--- src/rtl/filt_yval_multi_if.sv ---
// Bus bundle between the change reader, yMem and calc_y for filt_yval_multi.
// op_err exists only when FILT_YVAL_TIMEOUT_EN is defined.
interface filt_yval_multi_if #(
  parameter int IDX_W   = 16,
  parameter int VAL_W   = 48,
  parameter int ENTRIES = 4,
  parameter int ADDR_W  = 16
) ();
  // Result handshake: op_EX_EN is valid, ex_ready is ready. A result moves on
  // every rising clock edge where both are high. Once op_EX_EN is raised, it
  // and all result fields stay constant until that transfer. ex_ready may be
  // high before op_EX_EN rises.
  logic                             filt_EN;
  logic [IDX_W-1:0]                 chng_row;
  logic [IDX_W-1:0]                 chng_col;
  logic [VAL_W/2-1:0]               chng_real;
  logic [VAL_W/2-1:0]               chng_img;
  logic                             op_rd_en;
  logic [ADDR_W-1:0]                op_rd_addr;
  logic                             dataReady;
  logic [ENTRIES*(IDX_W+VAL_W)-1:0] ymem_data;
  logic                             op_EX_EN;
  logic                             ex_ready;
  logic                             op_pass;
  logic [VAL_W-1:0]                 op_yVal1;
  logic [VAL_W-1:0]                 op_yVal2;
  logic [VAL_W-1:0]                 op_dVal;
  logic                             op_diag_hit;
  logic                             op_off_hit;
  logic                             op_busy;
  logic                             op_Done;
`ifdef FILT_YVAL_TIMEOUT_EN
  logic                             op_err;
`endif

  modport master (
    output filt_EN, chng_row, chng_col, chng_real, chng_img,
    output dataReady, ymem_data, ex_ready,
    input  op_rd_en, op_rd_addr, op_EX_EN, op_pass, op_yVal1, op_yVal2,
    input  op_dVal, op_diag_hit, op_off_hit, op_busy, op_Done
`ifdef FILT_YVAL_TIMEOUT_EN
    , input op_err
`endif
  );

  modport slave (
    input  filt_EN, chng_row, chng_col, chng_real, chng_img,
    input  dataReady, ymem_data, ex_ready,
    output op_rd_en, op_rd_addr, op_EX_EN, op_pass, op_yVal1, op_yVal2,
    output op_dVal, op_diag_hit, op_off_hit, op_busy, op_Done
`ifdef FILT_YVAL_TIMEOUT_EN
    , output op_err
`endif
  );
endinterface

--- src/rtl/filt_yval_multi.sv ---
// Multi-word Y-row filter: fetches Yii/Yij then Yjj/Yji for each change record.
// Optional WAIT timeout with op_err is enabled by defining FILT_YVAL_TIMEOUT_EN.
module filt_yval_multi #(
  parameter int IDX_W         = 16,
  parameter int VAL_W         = 48,
  parameter int ENTRIES       = 4,
  parameter int WORDS_PER_ROW = 2,
  parameter int ADDR_W        = 16
) (
  input  logic               clock,
  input  logic               reset,
  filt_yval_multi_if.slave   bus,
  output logic [2:0]         o_dbg_state
);

  localparam int EW      = IDX_W + VAL_W;
  localparam int WORD_W  = ENTRIES * EW;
  localparam int WIDX_W  = (WORDS_PER_ROW > 1) ? $clog2(WORDS_PER_ROW) : 1;
  localparam int AFULL_W = IDX_W + ADDR_W + WIDX_W;

  typedef enum logic [2:0] {
    S_IDLE = 3'd0,
    S_REQ  = 3'd1,
    S_WAIT = 3'd2,
    S_SCAN = 3'd3,
    S_EMIT = 3'd4,
    S_DONE = 3'd5
  } state_t;

  state_t              r_state;
  logic [IDX_W-1:0]    r_row_i;
  logic [IDX_W-1:0]    r_col_j;
  logic [VAL_W-1:0]    r_dval;
  logic [IDX_W-1:0]    r_cur_row;
  logic [IDX_W-1:0]    r_cur_col;
  logic [WIDX_W-1:0]   r_widx;
  logic                r_pass;
  logic                r_diag_found;
  logic                r_off_found;
  logic [VAL_W-1:0]    r_yval1;
  logic [VAL_W-1:0]    r_yval2;
  logic [WORD_W-1:0]   r_word;
  logic                r_rd_en;
  logic [ADDR_W-1:0]   r_rd_addr;
  logic                r_ex_en;
  logic                r_done;
  logic                r_busy;
`ifdef FILT_YVAL_TIMEOUT_EN
  logic [11:0]         r_to_cnt;
  logic                r_err;
`endif

  logic                w_diag_hit;
  logic                w_off_hit;
  logic [VAL_W-1:0]    w_yval1;
  logic [VAL_W-1:0]    w_yval2;
  logic                w_end_seen;
  logic                w_pass_done;

  function automatic logic [ADDR_W-1:0] row_addr(input logic [IDX_W-1:0]  row,
                                                 input logic [WIDX_W-1:0] widx);
    logic [AFULL_W-1:0] full;
    full = AFULL_W'(row) * AFULL_W'(WORDS_PER_ROW) + AFULL_W'(widx);
    return full[ADDR_W-1:0];
  endfunction

  // Match flags carry across words of the same pass so an earlier hit wins.
  always_comb begin : scan_word
    logic [IDX_W-1:0] idx;
    logic [VAL_W-1:0] val;
    w_diag_hit = r_diag_found;
    w_off_hit  = r_off_found;
    w_yval1    = r_yval1;
    w_yval2    = r_yval2;
    w_end_seen = 1'b0;
    idx        = '0;
    val        = '0;
    for (int k = 0; k < ENTRIES; k++) begin
      idx = r_word[(ENTRIES-1-k)*EW + VAL_W +: IDX_W];
      val = r_word[(ENTRIES-1-k)*EW +: VAL_W];
      if (!w_end_seen) begin
        if (idx == {IDX_W{1'b1}}) begin
          w_end_seen = 1'b1;
        end else begin
          if (!w_diag_hit && idx == r_cur_row) begin
            w_diag_hit = 1'b1;
            w_yval1    = val;
          end
          if (!w_off_hit && idx == r_cur_col) begin
            w_off_hit = 1'b1;
            w_yval2   = val;
          end
        end
      end
    end
  end

  assign w_pass_done = (w_diag_hit && w_off_hit) || w_end_seen ||
                       (r_widx == WIDX_W'(WORDS_PER_ROW - 1));

  always_ff @(posedge clock or negedge reset) begin
    if (!reset) begin
      r_state      <= S_IDLE;
      r_row_i      <= '0;
      r_col_j      <= '0;
      r_dval       <= '0;
      r_cur_row    <= '0;
      r_cur_col    <= '0;
      r_widx       <= '0;
      r_pass       <= 1'b0;
      r_diag_found <= 1'b0;
      r_off_found  <= 1'b0;
      r_yval1      <= '0;
      r_yval2      <= '0;
      r_word       <= '0;
      r_rd_en      <= 1'b0;
      r_rd_addr    <= '0;
      r_ex_en      <= 1'b0;
      r_done       <= 1'b0;
      r_busy       <= 1'b0;
`ifdef FILT_YVAL_TIMEOUT_EN
      r_to_cnt     <= '0;
      r_err        <= 1'b0;
`endif
    end else begin
      case (r_state)
        S_IDLE: begin
          if (bus.filt_EN) begin
            r_row_i      <= bus.chng_row;
            r_col_j      <= bus.chng_col;
            r_dval       <= {bus.chng_real, bus.chng_img};
            r_cur_row    <= bus.chng_row;
            r_cur_col    <= bus.chng_col;
            r_widx       <= '0;
            r_pass       <= 1'b0;
            r_diag_found <= 1'b0;
            r_off_found  <= 1'b0;
            r_yval1      <= '0;
            r_yval2      <= '0;
            r_rd_en      <= 1'b1;
            r_rd_addr    <= row_addr(bus.chng_row, '0);
            r_busy       <= 1'b1;
            r_state      <= S_REQ;
          end
        end
        S_REQ: begin
          r_rd_en  <= 1'b0;
`ifdef FILT_YVAL_TIMEOUT_EN
          r_to_cnt <= '0;
`endif
          r_state  <= S_WAIT;
        end
        S_WAIT: begin
          if (bus.dataReady) begin
            r_word  <= bus.ymem_data;
            r_state <= S_SCAN;
          end
`ifdef FILT_YVAL_TIMEOUT_EN
          else if (r_to_cnt == 12'hFFF) begin
            r_done  <= 1'b1;
            r_err   <= 1'b1;
            r_state <= S_DONE;
          end else begin
            r_to_cnt <= r_to_cnt + 12'd1;
          end
`endif
        end
        S_SCAN: begin
          r_diag_found <= w_diag_hit;
          r_off_found  <= w_off_hit;
          r_yval1      <= w_yval1;
          r_yval2      <= w_yval2;
          if (w_pass_done) begin
            r_ex_en <= 1'b1;
            r_state <= S_EMIT;
          end else begin
            r_widx    <= r_widx + WIDX_W'(1);
            r_rd_en   <= 1'b1;
            r_rd_addr <= row_addr(r_cur_row, r_widx + WIDX_W'(1));
            r_state   <= S_REQ;
          end
        end
        S_EMIT: begin
          if (bus.ex_ready) begin
            r_ex_en <= 1'b0;
            // Row-j pass swaps roles so yVal1 stays the diagonal term.
            if (!r_pass && (r_row_i != r_col_j)) begin
              r_cur_row    <= r_col_j;
              r_cur_col    <= r_row_i;
              r_pass       <= 1'b1;
              r_widx       <= '0;
              r_diag_found <= 1'b0;
              r_off_found  <= 1'b0;
              r_yval1      <= '0;
              r_yval2      <= '0;
              r_rd_en      <= 1'b1;
              r_rd_addr    <= row_addr(r_col_j, '0);
              r_state      <= S_REQ;
            end else begin
              r_done  <= 1'b1;
              r_state <= S_DONE;
            end
          end
        end
        S_DONE: begin
          r_done  <= 1'b0;
`ifdef FILT_YVAL_TIMEOUT_EN
          r_err   <= 1'b0;
`endif
          r_busy  <= 1'b0;
          r_state <= S_IDLE;
        end
        default: r_state <= S_IDLE;
      endcase
    end
  end

  assign bus.op_rd_en    = r_rd_en;
  assign bus.op_rd_addr  = r_rd_addr;
  assign bus.op_EX_EN    = r_ex_en;
  assign bus.op_pass     = r_pass;
  assign bus.op_yVal1    = r_yval1;
  assign bus.op_yVal2    = r_yval2;
  assign bus.op_dVal     = r_dval;
  assign bus.op_diag_hit = r_diag_found;
  assign bus.op_off_hit  = r_off_found;
  assign bus.op_busy     = r_busy;
  assign bus.op_Done     = r_done;
`ifdef FILT_YVAL_TIMEOUT_EN
  assign bus.op_err      = r_err;
`endif
  assign o_dbg_state     = r_state;

endmodule

--- src/flat_wrapper.sv ---
// flat-port wrapper written by rule: the top's interface ports become plain ports
module filt_yval_multi_flat 
#(
  parameter int IDX_W         = 16,
  parameter int VAL_W         = 48,
  parameter int ENTRIES       = 4,
  parameter int WORDS_PER_ROW = 2,
  parameter int ADDR_W        = 16
)
  (clock, reset, o_dbg_state, bus_filt_EN, bus_chng_row, bus_chng_col, bus_chng_real, bus_chng_img, bus_dataReady, bus_ymem_data, bus_ex_ready, bus_op_rd_en, bus_op_rd_addr, bus_op_EX_EN, bus_op_pass, bus_op_yVal1, bus_op_yVal2, bus_op_dVal, bus_op_diag_hit, bus_op_off_hit, bus_op_busy, bus_op_Done);
  filt_yval_multi_if #(.IDX_W(IDX_W), .VAL_W(VAL_W), .ENTRIES(ENTRIES), .ADDR_W(ADDR_W)) bus_i ();
  input  logic clock;
  input  logic reset;
  output logic [2:0] o_dbg_state;
  input wire logic [$bits(bus_i.filt_EN)-1:0] bus_filt_EN;
  input wire logic [$bits(bus_i.chng_row)-1:0] bus_chng_row;
  input wire logic [$bits(bus_i.chng_col)-1:0] bus_chng_col;
  input wire logic [$bits(bus_i.chng_real)-1:0] bus_chng_real;
  input wire logic [$bits(bus_i.chng_img)-1:0] bus_chng_img;
  input wire logic [$bits(bus_i.dataReady)-1:0] bus_dataReady;
  input wire logic [$bits(bus_i.ymem_data)-1:0] bus_ymem_data;
  input wire logic [$bits(bus_i.ex_ready)-1:0] bus_ex_ready;
  output wire logic [$bits(bus_i.op_rd_en)-1:0] bus_op_rd_en;
  output wire logic [$bits(bus_i.op_rd_addr)-1:0] bus_op_rd_addr;
  output wire logic [$bits(bus_i.op_EX_EN)-1:0] bus_op_EX_EN;
  output wire logic [$bits(bus_i.op_pass)-1:0] bus_op_pass;
  output wire logic [$bits(bus_i.op_yVal1)-1:0] bus_op_yVal1;
  output wire logic [$bits(bus_i.op_yVal2)-1:0] bus_op_yVal2;
  output wire logic [$bits(bus_i.op_dVal)-1:0] bus_op_dVal;
  output wire logic [$bits(bus_i.op_diag_hit)-1:0] bus_op_diag_hit;
  output wire logic [$bits(bus_i.op_off_hit)-1:0] bus_op_off_hit;
  output wire logic [$bits(bus_i.op_busy)-1:0] bus_op_busy;
  output wire logic [$bits(bus_i.op_Done)-1:0] bus_op_Done;
  assign bus_i.filt_EN = bus_filt_EN;
  assign bus_i.chng_row = bus_chng_row;
  assign bus_i.chng_col = bus_chng_col;
  assign bus_i.chng_real = bus_chng_real;
  assign bus_i.chng_img = bus_chng_img;
  assign bus_i.dataReady = bus_dataReady;
  assign bus_i.ymem_data = bus_ymem_data;
  assign bus_i.ex_ready = bus_ex_ready;
  assign bus_op_rd_en = bus_i.op_rd_en;
  assign bus_op_rd_addr = bus_i.op_rd_addr;
  assign bus_op_EX_EN = bus_i.op_EX_EN;
  assign bus_op_pass = bus_i.op_pass;
  assign bus_op_yVal1 = bus_i.op_yVal1;
  assign bus_op_yVal2 = bus_i.op_yVal2;
  assign bus_op_dVal = bus_i.op_dVal;
  assign bus_op_diag_hit = bus_i.op_diag_hit;
  assign bus_op_off_hit = bus_i.op_off_hit;
  assign bus_op_busy = bus_i.op_busy;
  assign bus_op_Done = bus_i.op_Done;
  filt_yval_multi #(.IDX_W(IDX_W), .VAL_W(VAL_W), .ENTRIES(ENTRIES), .WORDS_PER_ROW(WORDS_PER_ROW), .ADDR_W(ADDR_W)) u_core (.clock(clock), .reset(reset), .bus(bus_i), .o_dbg_state(o_dbg_state));
endmodule
--- config.mk ---
export PLATFORM = sky130hd
export DESIGN_NAME = filt_yval_multi_flat
export DESIGN_NICKNAME = d
export VERILOG_FILES = /design/src/rtl/filt_yval_multi_if.sv /design/src/rtl/filt_yval_multi.sv /design/src/flat_wrapper.sv
export SDC_FILE = /design/constraint.sdc
export NUM_CORES = 1
export LEC_CHECK = 0
export BUFFER_PORTS_ARGS = -buffer_cell sky130_fd_sc_hd__buf_2
export CAP_MARGIN = 20
export CORE_ASPECT_RATIO = 0.5
export CORE_UTILIZATION = 25
export CTS_CLUSTER_DIAMETER = 40
export DETAILED_ROUTE_END_ITERATION = 10
export PLACE_DENSITY = 0.54
export REMOVE_ABC_BUFFERS = 1
export SYNTH_ARGS = -nofsm -noshare
export SYNTH_HDL_FRONTEND = slang
export SYNTH_SLANG_ARGS = --single-unit
--- constraint.sdc ---
create_clock -name clock -period 2.64 [get_ports clock]
set_clock_uncertainty 0.1 [all_clocks]
set_input_delay 0.792 -clock clock [delete_from_list [all_inputs] [get_ports clock]]
set_output_delay 0.792 -clock clock [all_outputs]
set_load 0.1 [all_outputs]
==> results.json <==
{
  "synth_ff_type": "dfrtp_1",
  "synth_xor_area_share_pct": 5.228,
  "clk_latency_ps": 660,
  "endpoint_kind": "flop",
  "coreArea_sq_um": 95490,
  "start_util_pct": 25.26,
  "synthSimpleGateAreaFrac_pct": 7.038,
  "setup-violations-final": 113,
  "final.period_utilization_pct": 107.9,
  "vias_per_cell": 4.955,
  "arrival_ps": 3300,
  "crit_required_ps": 3090,
  "cts.sinks": 491,
  "detailedPlacementHpwl_microns": 62860,
  "drive_above_1_share_pct": 55.35,
  "cts.clk_slew.worst_paths_ps": 70,
  "vias": 20760,
  "vdd_drop_max_v": 0.0006050,
  "fmax_mhz": 351.1,
  "async_flop_share_pct": 100.0,
  "cts_buffers": 72,
  "rsz0062_at_grt": "yes",
  "synth.area.mux_share_pct": 21.29,
  "die_h_microns": 221.7,
  "grt_antenna_before_repair": 23,
  "synth-adder-area-share_pct": 0,
  "synth_top_cell_by_area": "dfrtp_1",
  "cp-start-kind": "flop",
  "switching_share_pct": 41.67,
  "layout_setup_ws_ps": -208.4,
  "cts_tree": "yes",
  "grt_max_degree": 87,
  "failed_checks": "negative setup slack",
  "final_antenna_net_count": 0,
  "htreeDepth": 3,
  "p_per_area_nw_per_um2": 1206,
  "synth_top_family_by_area": "multiplexers",
  "synthDominantCellAreaShare_pct": 50.93,
  "slew_headroom_pct": 56.25,
  "holdCritPathClass": "input port to flop",
  "min_period_ps": 2848,
  "yosysUniqueCellTypes": 50,
  "nets": 3190,
  "post-route-drc-count": 0,
  "power_frac_seq_pct": 32.9,
  "synth_edf_count": 0,
  "die_x_microns": 441.3,
  "areaGrowthSynthToFinish_pct": 48.77,
  "placed_cell_area_sq_um": 29950,
  "synthCells": 2109,
  "synthTopCellsByArea": "dfrtp_1 51%, mux2_2 16%, a211oi_1 6.0%",
  "dieArea_sq_um": 97810,
  "grt_pass1_vias": 20903,
  "mostFrequentLayoutCells": "508 x buf_2, 453 x dfrtp_1, 336 x mux2_2, 191 x buf_4",
  "tightest_slew_ps": 656.2,
  "status": "finished with violations",
  "clk_path_buf_depth": 3,
  "num_io_pins": 511,
  "drtIter0Drc": 1512,
  "finalHoldViolCount": 0,
  "layout_commonest_cell": "buf_2",
  "final_util_pct": 37.58,
  "avgSynthCellArea_sq_um": 11.44,
  "cts-root-buf": "clkbuf_16",
  "ys_warn_count": 0,
  "maxCapViolCount": 0,
  "design_area_sq_um": 35890,
  "portBuffers": 510,
  "intPower_w": 0.02524,
  "power_switching_w": 0.01803,
  "grt-ovfl-total": 0,
  "clockPowerShare_pct": 23.7,
  "whs_ps": 262.7,
  "yosys_register_bits": 491,
  "critical_path.max_fanout": 6,
  "slew_viol_final": 0,
  "place_congestion": 0.9326,
  "yosysSeqAreaShare_pct": 50.93,
  "grt_use_total_pct": 18.13,
  "cellLeakagePower_nw": 15.35,
  "critPathKind": "flop to flop",
  "wl_per_cell_microns": 22.80,
  "synth_area_sq_um": 24120,
  "setup_tns_ps": -11770,
  "rows": 80,
  "wl_microns": 95550,
  "grt_pass1_wl_microns": 133900,
  "dr.pass1.iters": 5,
  "power_frac_comb_pct": 43.5,
  "synth_compound_area_share_pct": 12.21
}
## stage by stage
| stage | instances | total power (W) | setup WS, ps |
|---|---|---|---|
| after detailed placement | 3929 | 0.03080 | -335.4 |
| after floorplan | 1925 | 0.02313 | -25270 |
| after global routing | 4187 | 0.04519 | -319.7 |
| after global placement | 3929 | 0.03056 | -281.8 |
| final | 4190 | 0.04327 | -208.4 |
| after CTS | 4100 | 0.04160 | -153.5 |
## area by class of cell
type                    instances  area (sq um)
diodes                         10         25.02
clock buffers                  83          1936
clock inverters                51         624.3
fillers                      9334         59600
inverters                       4         15.01
multi-input cells            1430         12490
flip-flops and latches        491         12330
well taps                    1271          1590
repair buffers                850          6874
## worst max-delay path, stage by stage (launching register included)
cell and delay, ps:
dfrtp_1 400, nand4_1 170, nor4_4 360, buf_4 190, nor3_4 40, nand2_2 70, buf_6 100, or3b_4 380
buf_6 130, nor2_4 200, buf_12 200, buf_16 170, a211oi_2 50, o21ai_1 170
## final timing paths
path	start	end	slack (ps)	cells after the start
min in group asynchronous	reset	u_core.r_word[222]	560	2
hold reg to reg	u_core.bus.op_EX_EN	u_core.bus.op_EX_EN	390	2
setup / recovery	u_core.r_word[126]	u_core.bus.op_yVal1[33]	-210	13
hold / removal	bus_ymem_data[213]	u_core.r_word[213]	260	2
max in group asynchronous	reset	u_core.bus.op_yVal1[14]	1010	3
setup reg to reg	u_core.r_word[126]	u_core.bus.op_yVal1[33]	-210	13
## registers in the layout (all words and copies together) (netlist names), 3 cells and up
register and cells:
u_core.r_word 256, u_core.bus.op_dVal 48, u_core.bus.op_yVal1 48, u_core.bus.op_yVal2 48
u_core.bus.op_rd_addr 16, u_core.r_col_j 16, u_core.r_cur_col 16, u_core.r_cur_row 16
u_core.r_row_i 16, u_core.o_dbg_state 3
## synthesized netlist by cell type (43+ instances only)
cell type  instances
o21ai_1           79
mux2_2           344
nor2_1            57
clkbuf_1         139
nand4_1           43
xnor2_1          104
dfrtp_1          491
mux2i_1          114
nand2_1          141
a211oi_1         192
o21ai_0          150
nor3_1            50
## power groups by stage
stage                     Combinational [W]  Clock, W  Sequential (W)
after floorplan                     0.00658         0          0.0165
after global placement               0.0166         0          0.0139
after detailed placement             0.0168         0          0.0140
after CTS                            0.0172    0.0104          0.0140
after global routing                 0.0199    0.0107          0.0145
final                                0.0188    0.0102          0.0142
## what timing repair did
action                     CTS  global route
setup endpoints to repair  227           223
setup buffers               22            59
hold buffers                 1             0
gates resized for setup    156           255
hold endpoints to repair    22             0
cloned                      14            24
pin swaps                   50           133
## cells by family after synthesis
logic type,after synthesis
buffers and inverters,188
AO/OA/AOI/OAI,469
multiplexers,466
AND/OR/NAND/NOR,351
flip-flops,491
XOR/XNOR,144
## layer usage
metal	vias to the layer above	GRT usage (%)	share of wire (%)
met5	-	0	0.12
met4	18	8.610	4.3
met3	249	3.730	5.9
met2	687	32.01	52
met1	10590	20.84	38
li1	9216	-	-
Note: power is estimated with default switching activity, not from simulation.
